`config.mk`:
```
export PLATFORM = sky130hd
export DESIGN_NAME = usb_tx
export DESIGN_NICKNAME = d
export VERILOG_FILES = /design/src/rtl/usb_tx.sv
export SDC_FILE = /design/constraint.sdc
export NUM_CORES = 1
export LEC_CHECK = 0
export CAP_MARGIN = 40
export CORE_MARGIN = 2
export CORE_UTILIZATION = 46
export DETAILED_ROUTE_END_ITERATION = 12
export PLACE_DENSITY = 0.72
export SYNTH_ARGS = -nofsm -noshare
export SYNTH_HDL_FRONTEND = slang
export SYNTH_SLANG_ARGS = --single-unit
```
`constraint.sdc`:
```
create_clock -name clk -period 3.6 [get_ports clk]
set_clock_uncertainty 0.15 [all_clocks]
set_input_delay 0.72 -clock clk [delete_from_list [all_inputs] [get_ports clk]]
set_output_delay 0.72 -clock clk [all_outputs]
set_load 0.01 [all_outputs]
```
`src/rtl/usb_tx.sv`:
```
// USB full-speed packet transmitter: SYNC, PID, payload, CRC16 and EOP with bit stuffing and NRZI.
// First SYNC bit is driven one clock after tx_start; each payload byte is popped in the last clock of the preceding bit.
module usb_tx #(
  parameter int CLKS_PER_BIT = 8
) (
  input  logic       clk,
  input  logic       n_rst,
  input  logic       tx_start,
  input  logic [2:0] tx_packet,
  input  logic [6:0] buff_occ,
  input  logic [7:0] TX_packet_data,
  output logic       get_tx_data,
  output logic       dp_out,
  output logic       dm_out,
  output logic       tx_transfer_active,
  output logic       tx_error
);
  localparam int CW = $clog2(CLKS_PER_BIT);
  localparam logic [CW-1:0] LAST_CLK = CW'(CLKS_PER_BIT - 1);

  typedef enum logic [2:0] {IDLE, SYNC, PID, DATA, CRC, EOP_SE0, EOP_J} state_t;

  state_t        state_q, state_d;
  logic [CW-1:0] clk_cnt_q, clk_cnt_d;
  logic [3:0]    bit_idx_q, bit_idx_d;
  logic [7:0]    shreg_q, shreg_d;
  logic [15:0]   crc_q, crc_d;
  logic [2:0]    ones_q, ones_d;
  logic          line_j_q, line_j_d;
  logic [3:0]    pid_q, pid_d;
  logic [6:0]    remain_q, remain_d;
  logic          dp_d, dm_d, active_d, error_d;
  logic          boundary, stuffable, emit, ebit, crc_upd, shift_bit, load_byte, to_crc;

  function automatic logic [15:0] crc_step(input logic [15:0] c, input logic b);
    crc_step = {1'b0, c[15:1]} ^ ((c[0] ^ b) ? 16'hA001 : 16'h0000);
  endfunction

  function automatic logic [3:0] pid_of(input logic [2:0] code);
    case (code)
      3'd1:    pid_of = 4'h3;
      3'd2:    pid_of = 4'hB;
      3'd3:    pid_of = 4'h2;
      3'd4:    pid_of = 4'hA;
      3'd5:    pid_of = 4'hE;
      default: pid_of = 4'h0;
    endcase
  endfunction

  always_comb begin
    state_d     = state_q;
    clk_cnt_d   = clk_cnt_q;
    bit_idx_d   = bit_idx_q;
    shreg_d     = shreg_q;
    crc_d       = crc_q;
    ones_d      = ones_q;
    line_j_d    = line_j_q;
    pid_d       = pid_q;
    remain_d    = remain_q;
    dp_d        = dp_out;
    dm_d        = dm_out;
    active_d    = tx_transfer_active;
    error_d     = 1'b0;
    get_tx_data = 1'b0;
    emit        = 1'b0;
    ebit        = 1'b0;
    crc_upd     = 1'b0;
    shift_bit   = 1'b0;
    load_byte   = 1'b0;
    to_crc      = 1'b0;
    boundary    = (clk_cnt_q == LAST_CLK);
    stuffable   = state_q inside {SYNC, PID, DATA, CRC};

    if (state_q == IDLE) begin
      clk_cnt_d = '0;
      if (tx_start) begin
        if (tx_packet inside {[3'd1:3'd5]}) begin
          state_d   = SYNC;
          pid_d     = pid_of(tx_packet);
          remain_d  = buff_occ;
          bit_idx_d = '0;
          shreg_d   = 8'h80;
          active_d  = 1'b1;
          emit      = 1'b1;
          ebit      = 1'b0;
        end else if (tx_packet[2:1] == 2'b11) begin
          error_d = 1'b1;
        end
      end
    end else begin
      clk_cnt_d = boundary ? '0 : clk_cnt_q + 1'b1;
      if (boundary) begin
        // Stuffed zero: the data bit index holds and the CRC is untouched.
        if (stuffable && ones_q == 3'd6) begin
          emit = 1'b1;
          ebit = 1'b0;
        end else begin
          case (state_q)
            SYNC: begin
              if (bit_idx_q != 4'd7) shift_bit = 1'b1;
              else begin
                state_d   = PID;
                bit_idx_d = '0;
                shreg_d   = {~pid_q, pid_q};
                crc_d     = 16'hFFFF;
                emit      = 1'b1;
                ebit      = pid_q[0];
              end
            end
            PID: begin
              if (bit_idx_q != 4'd7) shift_bit = 1'b1;
              else if (!pid_q[0]) begin
                state_d   = EOP_SE0;
                bit_idx_d = '0;
                dp_d      = 1'b0;
                dm_d      = 1'b0;
              end else if (remain_q != 7'd0) load_byte = 1'b1;
              else to_crc = 1'b1;
            end
            DATA: begin
              if (bit_idx_q != 4'd7) begin
                shift_bit = 1'b1;
                crc_upd   = 1'b1;
              end else if (remain_q != 7'd0) load_byte = 1'b1;
              else to_crc = 1'b1;
            end
            CRC: begin
              if (bit_idx_q != 4'd15) begin
                bit_idx_d = bit_idx_q + 4'd1;
                emit      = 1'b1;
                ebit      = ~crc_q[bit_idx_q + 4'd1];
              end else begin
                state_d   = EOP_SE0;
                bit_idx_d = '0;
                dp_d      = 1'b0;
                dm_d      = 1'b0;
              end
            end
            EOP_SE0: begin
              if (bit_idx_q == 4'd0) bit_idx_d = 4'd1;
              else begin
                state_d = EOP_J;
                dp_d    = 1'b1;
                dm_d    = 1'b0;
              end
            end
            EOP_J: begin
              state_d  = IDLE;
              active_d = 1'b0;
              line_j_d = 1'b1;
              ones_d   = '0;
              dp_d     = 1'b1;
              dm_d     = 1'b0;
            end
            default: state_d = IDLE;
          endcase
        end
      end
    end

    if (shift_bit) begin
      bit_idx_d = bit_idx_q + 4'd1;
      shreg_d   = {1'b0, shreg_q[7:1]};
      emit      = 1'b1;
      ebit      = shreg_q[1];
    end
    if (load_byte) begin
      state_d     = DATA;
      bit_idx_d   = '0;
      shreg_d     = TX_packet_data;
      remain_d    = remain_q - 7'd1;
      get_tx_data = 1'b1;
      emit        = 1'b1;
      ebit        = TX_packet_data[0];
      crc_upd     = 1'b1;
    end
    if (to_crc) begin
      state_d   = CRC;
      bit_idx_d = '0;
      emit      = 1'b1;
      ebit      = ~crc_q[0];
    end
    if (crc_upd) crc_d = crc_step(crc_q, ebit);
    // NRZI: a zero toggles J/K, a one holds the line.
    if (emit) begin
      line_j_d = ebit ? line_j_q : ~line_j_q;
      dp_d     = line_j_d;
      dm_d     = ~line_j_d;
      ones_d   = ebit ? ones_q + 3'd1 : 3'd0;
    end
  end

  always_ff @(posedge clk) begin
    if (!n_rst) begin
      state_q            <= IDLE;
      clk_cnt_q          <= '0;
      bit_idx_q          <= '0;
      shreg_q            <= '0;
      crc_q              <= 16'hFFFF;
      ones_q             <= '0;
      line_j_q           <= 1'b1;
      pid_q              <= '0;
      remain_q           <= '0;
      dp_out             <= 1'b1;
      dm_out             <= 1'b0;
      tx_transfer_active <= 1'b0;
      tx_error           <= 1'b0;
    end else begin
      state_q            <= state_d;
      clk_cnt_q          <= clk_cnt_d;
      bit_idx_q          <= bit_idx_d;
      shreg_q            <= shreg_d;
      crc_q              <= crc_d;
      ones_q             <= ones_d;
      line_j_q           <= line_j_d;
      pid_q              <= pid_d;
      remain_q           <= remain_d;
      dp_out             <= dp_d;
      dm_out             <= dm_d;
      tx_transfer_active <= active_d;
      tx_error           <= error_d;
    end
  end
endmodule

```
==> impl_metrics.json, run 1 <==
{
  "row_count": 30,
  "synthXorXnorAreaFrac_pct": 2.08,
  "pwr-share-seq_pct": 48.7,
  "switchingPower_uw": 352,
  "muxShareOfSynthArea_pct": 5.95,
  "clockBufferDepth": 2,
  "share_comb_of_total_power_pct": 19.1,
  "nFillCells": 632,
  "synth_top_area_cell": "dfxtp_1",
  "startpoint": "clk_cnt_q[0]",
  "drt-initial-drc-count": 252,
  "routed_wl_um": 7480,
  "maxSlewHeadroom_pct": 52.6,
  "htree_levels": 2,
  "io_buffers": 25,
  "clk_latency_ps": 300,
  "die_w_um": 87.3,
  "p_int_uw": 917,
  "drive_gt1_share_pct": 11.3,
  "avgViaCountPerCell": 6.10,
  "r2r-start": "clk_cnt_q[0]",
  "final_hold_viol_count": 0,
  "setup_slack_ps": 129,
  "cp_top_family": "buffers and inverters",
  "synth_compound_area_share_pct": 24.4,
  "grt_overflow": 0,
  "synth_top_family_by_area": "simple AND/OR/NAND/NOR gates",
  "diodes": 0,
  "path_max_fanout": 19,
  "yosys_warnings": 0,
  "synth_edf_count": 0,
  "min_path_type": "reg2reg",
  "num_io_pins": 26,
  "grt_start_max_net_pins": 24,
  "start_kind": "register",
  "setup_viol": 0,
  "synth_ff_type": "dfxtp_1",
  "ys_types": 82,
  "rsz0062_at_grt": "false",
  "cts_setup_buffers": 0,
  "synthSimpleGateAreaFrac_pct": 25.7,
  "grt_pass1_vias": 2621,
  "wl_per_cell_um": 15.6,
  "outcome": "finished clean",
  "place_ws_ps": 416,
  "cts_sinks": 52,
  "netlist.area_leader.share_pct": 32.6,
  "core_area_um2": 6760,
  "async_reset_ff_share_pct": 0,
  "ys_seq_area_share_pct": 32.6,
  "synth_seq_cells": 52,
  "worstHoldStart": "clk_cnt_q[0]",
  "cts.reportedPaths.clkPinSlew_ps": 100,
  "required_ps": 2730,
  "fin_crit_sh_pct": 96.4,
  "final_area_um2": 3610,
  "final.min_clock_period_ps": 3470,
  "power_leakage_nw": 1.34,
  "cts_tree": "done",
  "fin_nets": 429,
  "initial_core_util_pct": 47.3,
  "drtAntennaViolNets": 0,
  "antenna_found_initial": 0,
  "syn_area_per_cell_um2": 8.38,
  "die-height_um": 87.3,
  "grt_util_all_layers_pct": 19.8,
  "crit_slowest_cell": "clkdlybuf4s50_1",
  "dieArea_um2": 7630,
  "synth_most_common_cell": "dfxtp_1",
  "final.setup.tns_ps": 0,
  "slowest_delay_ps": 540,
  "yosys.area_share.adder_pct": 3.53,
  "firstDrtPassIters": 5,
  "cp_data_arrival_time_ps": 2600,
  "power.density_nw_per_um2": 351,
  "p_clk_share_pct": 32.2,
  "syn2layout_area_growth_pct": 13.1,
  "crit_chain": "ha_1, ha_2, a21bo_2, nor4_4, nand2_4, clkinv_2, clkdlybuf4s50_1",
  "cts-buffers-inserted": 5,
  "syn_area_um2": 3190,
  "ys_top_cells_by_count": "dfxtp_1, nand2_1, nor2_1, a21oi_1, nor3_1",
  "synth_area_leaders": "dfxtp_1, a21oi_1, nand2_1",
  "grt_pass1_wl_um": 12300,
  "cts_root_buf": "clkbuf_8",
  "cp.buffers_inverters": 2,
  "globalplace.congestion": 0.861,
  "dr_total_vias": 2930,
  "crit_path_end_kind": "primary output",
  "fmax_ghz": 0.288,
  "netlist_instances": 381,
  "worst_pin_slew_ps": 707,
  "hpwlAfterDp_um": 5340,
  "setup.worst_path.class": "reg2out",
  "place_area_um2": 3500,
  "report.final.slew_viol_count": 0,
  "syn-num-nets": 411,
  "route.detailed.drc": 0,
  "drv_cap": 0,
  "p_sw_share_pct": 27.7,
  "peakVddDrop_uv": 180
}
[cell families (layout without fill, tap and decap cells)]
| group | after synthesis | in the layout |
|---|---|---|
| AOI/OAI and AO/OA | 110 | 110 |
| muxes | 12 | 12 |
| adders and majority gates | 9 | 9 |
| buffers and inverters | 40 | 59 |
| and+or+nand+nor | 152 | 152 |
| DFF | 52 | 52 |
| xor gates and xnor gates | 6 | 6 |
[final timing paths]
path	end	depth (start not counted)	slack [ps]
worst max register to register	dp_out	9	680
worst min-delay path	clk_cnt_q[0]	1	290
worst min register to register	clk_cnt_q[0]	1	290
worst max-delay path	get_tx_data	7	130
[placed cells by master, fill, tap and decap left out, types with 4 or more instances in the layout]
cell type / n
mux4_1: 4
and2_1: 4
o21ai_0: 10
o22ai_1: 15
a221oi_1: 4
nor2_1: 37
inv_1: 14
nor3_1: 19
clkbuf_8: 5
clkdlybuf4s50_1: 25
a211oi_1: 5
a21oi_1: 33
ha_1: 8
buf_4: 11
mux2i_1: 7
a311o_1: 4
dfxtp_1: 52
nand3_1: 9
nand2_1: 40
[layout make-up]
cell class / count / area, um2 / area share [%]
clock buffer: 6 / 72.6 / 2.01
inverter: 15 / 57.6 / 1.59
clock inverter: 2 / 38.8 / 1.07
sequential: 52 / 1040 / 28.8
tap: 80 / 100 / 2.77
multi-input combinational: 289 / 1970 / 54.5
timing repair buffer: 36 / 333 / 9.21
[layer usage]
| metal | up-vias | global-route usage, % | routed length [um] | part of all wire (%) |
|---|---|---|---|---|
| li1 | 1440 | - | - | - |
| met1 | 1390 | 28.9 | 3700 | 49 |
| met2 | 91 | 30.5 | 3350 | 45 |
| met3 | 9 | 2.65 | 342 | 4.6 |
| met4 | 0 | 5.45 | 90 | 1.2 |
| met5 | - | 0 | 0 | 0 |
[through the flow]
| step | hold WS (ps) | power [mW] | util, % | cells |
|---|---|---|---|---|
| floorplan | 258 | 0.794 | - | 381 |
| global placement | 265 | 0.866 | 51.8 | 472 |
| detailed placement | 279 | 0.869 | 51.8 | 472 |
| CTS | 294 | 1.28 | 53.4 | 480 |
| global route | 307 | 1.32 | 53.5 | 480 |
| finish | 292 | 1.27 | 53.5 | 480 |
[power groups by stage]
stage	sequential, mW	combinational [mW]	clock (mW)
detailed placement	0.631	0.238	0
global route	0.621	0.266	0.438
global placement	0.630	0.235	0
floorplan	0.628	0.166	0
CTS	0.618	0.240	0.420
finish	0.618	0.242	0.408
[sequential cells by signal, summed over array words and instances (netlist names), 3 cells and up]
register / flops
crc_q: 16
remain_q: 7
shreg_q: 7
bit_idx_q: 4
pid_q: 4
clk_cnt_q: 3
ones_q: 3
state_q: 3
[what timing repair did]
action	in CTS	in global routing
setup endpoints to repair	0	1
hold buffers	0	0
resized for setup	0	1
Note: power is estimated with default switching activity, not from simulation.
==> run 2, diff against run 1 <==
--- a/config.mk
+++ b/config.mk
@@ -10,6 +10,7 @@
 export CORE_UTILIZATION = 46
 export DETAILED_ROUTE_END_ITERATION = 12
 export PLACE_DENSITY = 0.72
+export SLEW_MARGIN = 20
 export SYNTH_ARGS = -nofsm -noshare
 export SYNTH_HDL_FRONTEND = slang
 export SYNTH_SLANG_ARGS = --single-unit
==> results of run 2 <==
No change in the layout: final DEF, timing and power equal those of run 1.
==> RTL change 1 (flow settings as in run 1) <==
The output `tx_error` loses its register stage (`tx_error` becomes a continuous assignment).
--- a/src/rtl/usb_tx.sv
+++ b/src/rtl/usb_tx.sv
@@ -206,3 +206,2 @@
       tx_transfer_active <= 1'b0;
-      tx_error           <= 1'b0;
     end else begin
@@ -220,5 +219,6 @@
       tx_transfer_active <= active_d;
-      tx_error           <= error_d;
     end
   end
+
+  assign tx_error = error_d;
 endmodule
Behaviour: not the same (a bounded check fails within 4 cycles, from zero or initial values and one cycle with n_rst low).
==> RTL change 1 against run 1 <==
Sequential cell count fell by 1. Routed wire length rose by 3.4%. Sequential share of layout area fell by 0.43 points. Non-clock buffer count rose by 6. Count of clock-buffer cells in the layout did not move. Final area fell by 0.45%. Worst setup slack improved by 0.068 ns. Total power fell by 6.2%. Area after synthesis fell by 1.2%. Cell count rose by 5.0%. Highest routed layer unchanged. Register-to-register slack got worse by 0.48 ns.
==> RTL change 1: results (changes against run 1) <==
[status]
status=finished clean

[global_route]
grt_pass1_wl_um=12600  ; +2.5%
grtUsageMet1_pct=29.4  ; +0.49 points
grt_util_all_layers_pct=20.6  ; +0.79 points
grt_pass1_vias=2640  ; +0.72%
use_met2_pct=31.6  ; +1.1 points
grt_use_met3_pct=4.00  ; +1.3 points

[placed_design]
post-place-ws_ns=0.184  ; -0.232 ns
place_area_um2=3500  ; +0.14%
gp_congestion=0.867  ; +0.73%
place_hpwl_um=5460  ; +2.3%

[power]
peakVddDrop_mv=0.193  ; +6.9%
swShare_pct=29.6  ; +1.9 points

[timing]
timing.hold.ws_ns=0.293  ; +0.00111 ns
worstMarginPinSlew_ns=0.723  ; +0.0159 ns

[yosys]
synth_nets=433  ; +5.4%
seq_area_frac_synth_pct=32.4  ; -0.23 points
synthArstFlopShare_pct=0  ; unchanged
synth_commonest_cells=nand2_1 (52), dfxtp_1 (51), nor2_1 (48), a21oi_1 (33), clkbuf_1 (21)
ys_top_cells_by_area=dfxtp_1 (32%), nand2_1 (6.2%), nor2_1 (5.7%)
synth_cell_types=68  ; -17%

[critical_path]
crit_arrival_ns=3.46  ; +0.86 ns
crit_fanout=7  ; -12

[finish]
layout.nets=453  ; +5.6%

[route]
drt-initial-drc-count=260  ; +3.2%
vias=3097  ; +5.7%
routedWlPerCell_um=15.4  ; -1.5%

-- RTL change 1: cell types whose count changed after synthesis, sizes merged, moves of 4 or more --
cell,before,now
clkbuf,9,22
nand2,42,52
buf,16,7
nor2,39,48
a311oi,0,6
nor3,20,14
nand4,1,6
a211o,3,7
a311o,4,0
mux2i,7,3
-- RTL change 1: final timing paths --
kind | endpoint | start
setup reg to reg | dp_out | bit_idx_q[1]
hold / removal | clk_cnt_q[0] | clk_cnt_q[0]
setup / recovery | dp_out | bit_idx_q[1]
hold reg to reg | clk_cnt_q[0] | clk_cnt_q[0]
-- RTL change 1: metal layers --
layer | up-vias | share of wire (%)
met3 | 12 | 4.9
li1 | 1528 | -
met5 | - | 0
met2 | 88 | 45
met1 | 1469 | 48
met4 | 0 | 1.6
-- RTL change 1: logic make-up after synthesis --
logic type / count (synthesis) / share of synthesized area (%)
XOR/XNOR: 1 / 0.278
buffers and inverters: 42 / 5.63
adder cells (fa/ha/maj): 11 / 4.20
AO/OA/AOI/OAI: 116 / 25.5
multiplexers: 10 / 5.11
AND/OR/NAND/NOR: 172 / 26.9
flip-flops: 51 / 32.4
-- RTL change 1: area by class of cell --
cell class,instances,area [um2]
well taps,80,100
clock inverters,2,16.3
inverters,13,48.8
fillers,631,3120
flip-flops and latches,51,1020
repair buffers,42,378
multi-input cells,310,1960
clock buffers,6,72.6
-- RTL change 1: through the flow --
step	cells	power (mW)
finish	504	1.19
global route	504	1.25
CTS	504	1.20
detailed placement	496	0.861
global placement	496	0.857
floorplan	403	0.775
-- RTL change 1: power by group through the flow --
| stage | Combinational, mW | Sequential [mW] | Clock (mW) |
|---|---|---|---|
| 6_report | 0.236 | 0.615 | 0.338 |
| 5_1_grt | 0.260 | 0.618 | 0.372 |
| 4_1_cts | 0.235 | 0.614 | 0.350 |
| 3_5_place_dp | 0.234 | 0.627 | 0 |
| 3_3_place_gp | 0.231 | 0.626 | 0 |
| 2_1_floorplan | 0.158 | 0.618 | 0 |
-- RTL change 1: timing repair --
item | 4_1_cts | 5_1_grt
resized for setup | 0 | 2
endpoints found under the hold margin | 0 | 0
setup endpoints to repair | 0 | 2
-- RTL change 1: worst max-delay path: stages (launching register included) --
cell     delay [ns]
dfxtp_1        0.43
inv_1          0.09
ha_2           0.41
mux4_2         0.55
nand4_1        0.11
a31oi_1        0.09
or4_4          0.60
a32oi_4        0.21
or4b_1         0.47
and3_1         0.19
==> RTL change 2 (flow settings as in run 1) <==
Made on the original files. The parameter `CLKS_PER_BIT` goes from 8 to 16.
--- a/src/rtl/usb_tx.sv
+++ b/src/rtl/usb_tx.sv
@@ -3,3 +3,3 @@
 module usb_tx #(
-  parameter int CLKS_PER_BIT = 8
+  parameter int CLKS_PER_BIT = 16
 ) (
Formal check against the unedited RTL: not equivalent (Yosys sat finds a counterexample within 10 cycles, from zero or initial values and one cycle with n_rst low).
==> RTL change 2 against run 1 <==
Cell count is 2.5% higher. Via count up 0.61%. Register-to-register slack got worse by 0.12 ns. Worst setup slack improved by 0.034 ns. Routed wire length rose by 2.6%. Final area down 1.3%. Worst hold slack improved by 0.016 ns. Area after synthesis fell by 2.4%. Total power is 1.1% higher. Sequential cell count is 1 higher. Combinational power decreased by 4%. Count of clock-buffer cells in the layout fell by 1. Global-route usage up 1.6 points. Sequential share of layout area grew 1.0 points. Highest routed layer unchanged.
==> RTL change 2: results (changes against run 1) <==
[status]
status=finished clean

[critical_path]
crit_arrival_ns=2.57  ; -0.03 ns
r2r_slack_ns=0.56  ; -0.12 ns
max_stage_delay_ns=0.54  ; about the same
worstReg2RegEnd=crc_q[13]
r2r_start=bit_idx_q[0]
cp_top_family=simple AND/OR/NAND/NOR gates
crit_fanout=10  ; -9

[power]
p_leak_nw=1.26  ; -5.6%
peakVddDrop_mv=0.178  ; -1.5%
combinationalPower_mw=0.233  ; -4%
power.switching_mw=0.356  ; +1.1%

[global_route]
grt_util_all_layers_pct=21.4  ; +1.6 points
grt_use_met3_pct=4.10  ; +1.4 points
grt_pass1_vias=2755  ; +5.1%
use_met2_pct=35.2  ; +4.7 points
grt_pass1_wl_um=12800  ; +4.5%
grtUsageMet1_pct=28.0  ; -0.87 points

[finish]
multi_input_area_share_pct=53.1  ; -1.4 points
multi_input_cells=301  ; +4.2%
buffer_area_share_pct=9.54  ; +0.33 points
nNonClkBuffers=37  ; +2.8%
drive_gt1_share_pct=10.4  ; -0.81 points
layout.nets=439  ; +2.3%
area_growth_pct=14.4
fillCellCount=688  ; +8.9%
clk_share_pct=3.23  ; +0.15 points
clkbuf_count=5  ; -1
seq_area_share_pct=29.8  ; +1.0 points
inv_count=13  ; -2
diodes=0  ; unchanged

[min_path]
min_to=clk_cnt_q[0]

[route]
drt-initial-drc-count=162  ; -36%
wl_met3_um=351  ; +2.6%
routedWlPerCell_um=15.6  ; +0.13%
wl_met1_um=3550  ; -4.1%
wl_met2_um=3580  ; +7.1%

[placed_design]
post-place-ws_ns=0.390  ; -0.0263 ns
gp_congestion=0.967  ; +12%
place_hpwl_um=5550  ; +3.9%
place_area_um2=3450  ; -1.4%
dp_cells=484  ; +2.5%

[yosys]
ys_top_cells_by_area=dfxtp_1 (34%), nor2_1 (6.5%), nand2_1 (5.4%)
seq_area_frac_synth_pct=34.0  ; +1.4 points
synth_area_per_cell_um2=8.00  ; -4.6%
synth_nets=418  ; +1.7%
synth_commonest_cells=nor2_1 (54), dfxtp_1 (53), nand2_1 (45), a21oi_1 (27), nand3_1 (19)
synth_seq_cells=53  ; +1.9%

[timing]
timing.hold.ws_ns=0.308  ; +0.0159 ns
slew_headroom_pct=52.1  ; -0.46 points

[clock_network]
cts_buffer_depth=2  ; unchanged
cts_resized=0  ; unchanged

## RTL change 2: worst max path at each step
stage / startpoint / to / slack, ns / depth (start not counted)
after floorplan: bit_idx_q[0] / dm_out / 0.80 / 9
after global placement: bit_idx_q[0] / get_tx_data / 0.44 / 6
after detailed placement: bit_idx_q[0] / get_tx_data / 0.39 / 6
after CTS: bit_idx_q[0] / get_tx_data / 0.03 / 6
after global routing: clk_cnt_q[0] / get_tx_data / 0.02 / 6
final: bit_idx_q[0] / get_tx_data / 0.16 / 6
## RTL change 2: cells by family (layout without fill, tap and decap cells)
kind of cell | after synthesis | after routing | synth area share [%]
AOI/OAI and AO/OA | 96 | 96 | 21.4
and+or+nand+nor | 172 | 172 | 26.8
buffers and inverters | 36 | 58 | 5.25
xor gates and xnor gates | 6 | 6 | 1.69
adders and majority gates | 7 | 7 | 2.81
DFF | 53 | 53 | 34.0
muxes | 20 | 20 | 8.10
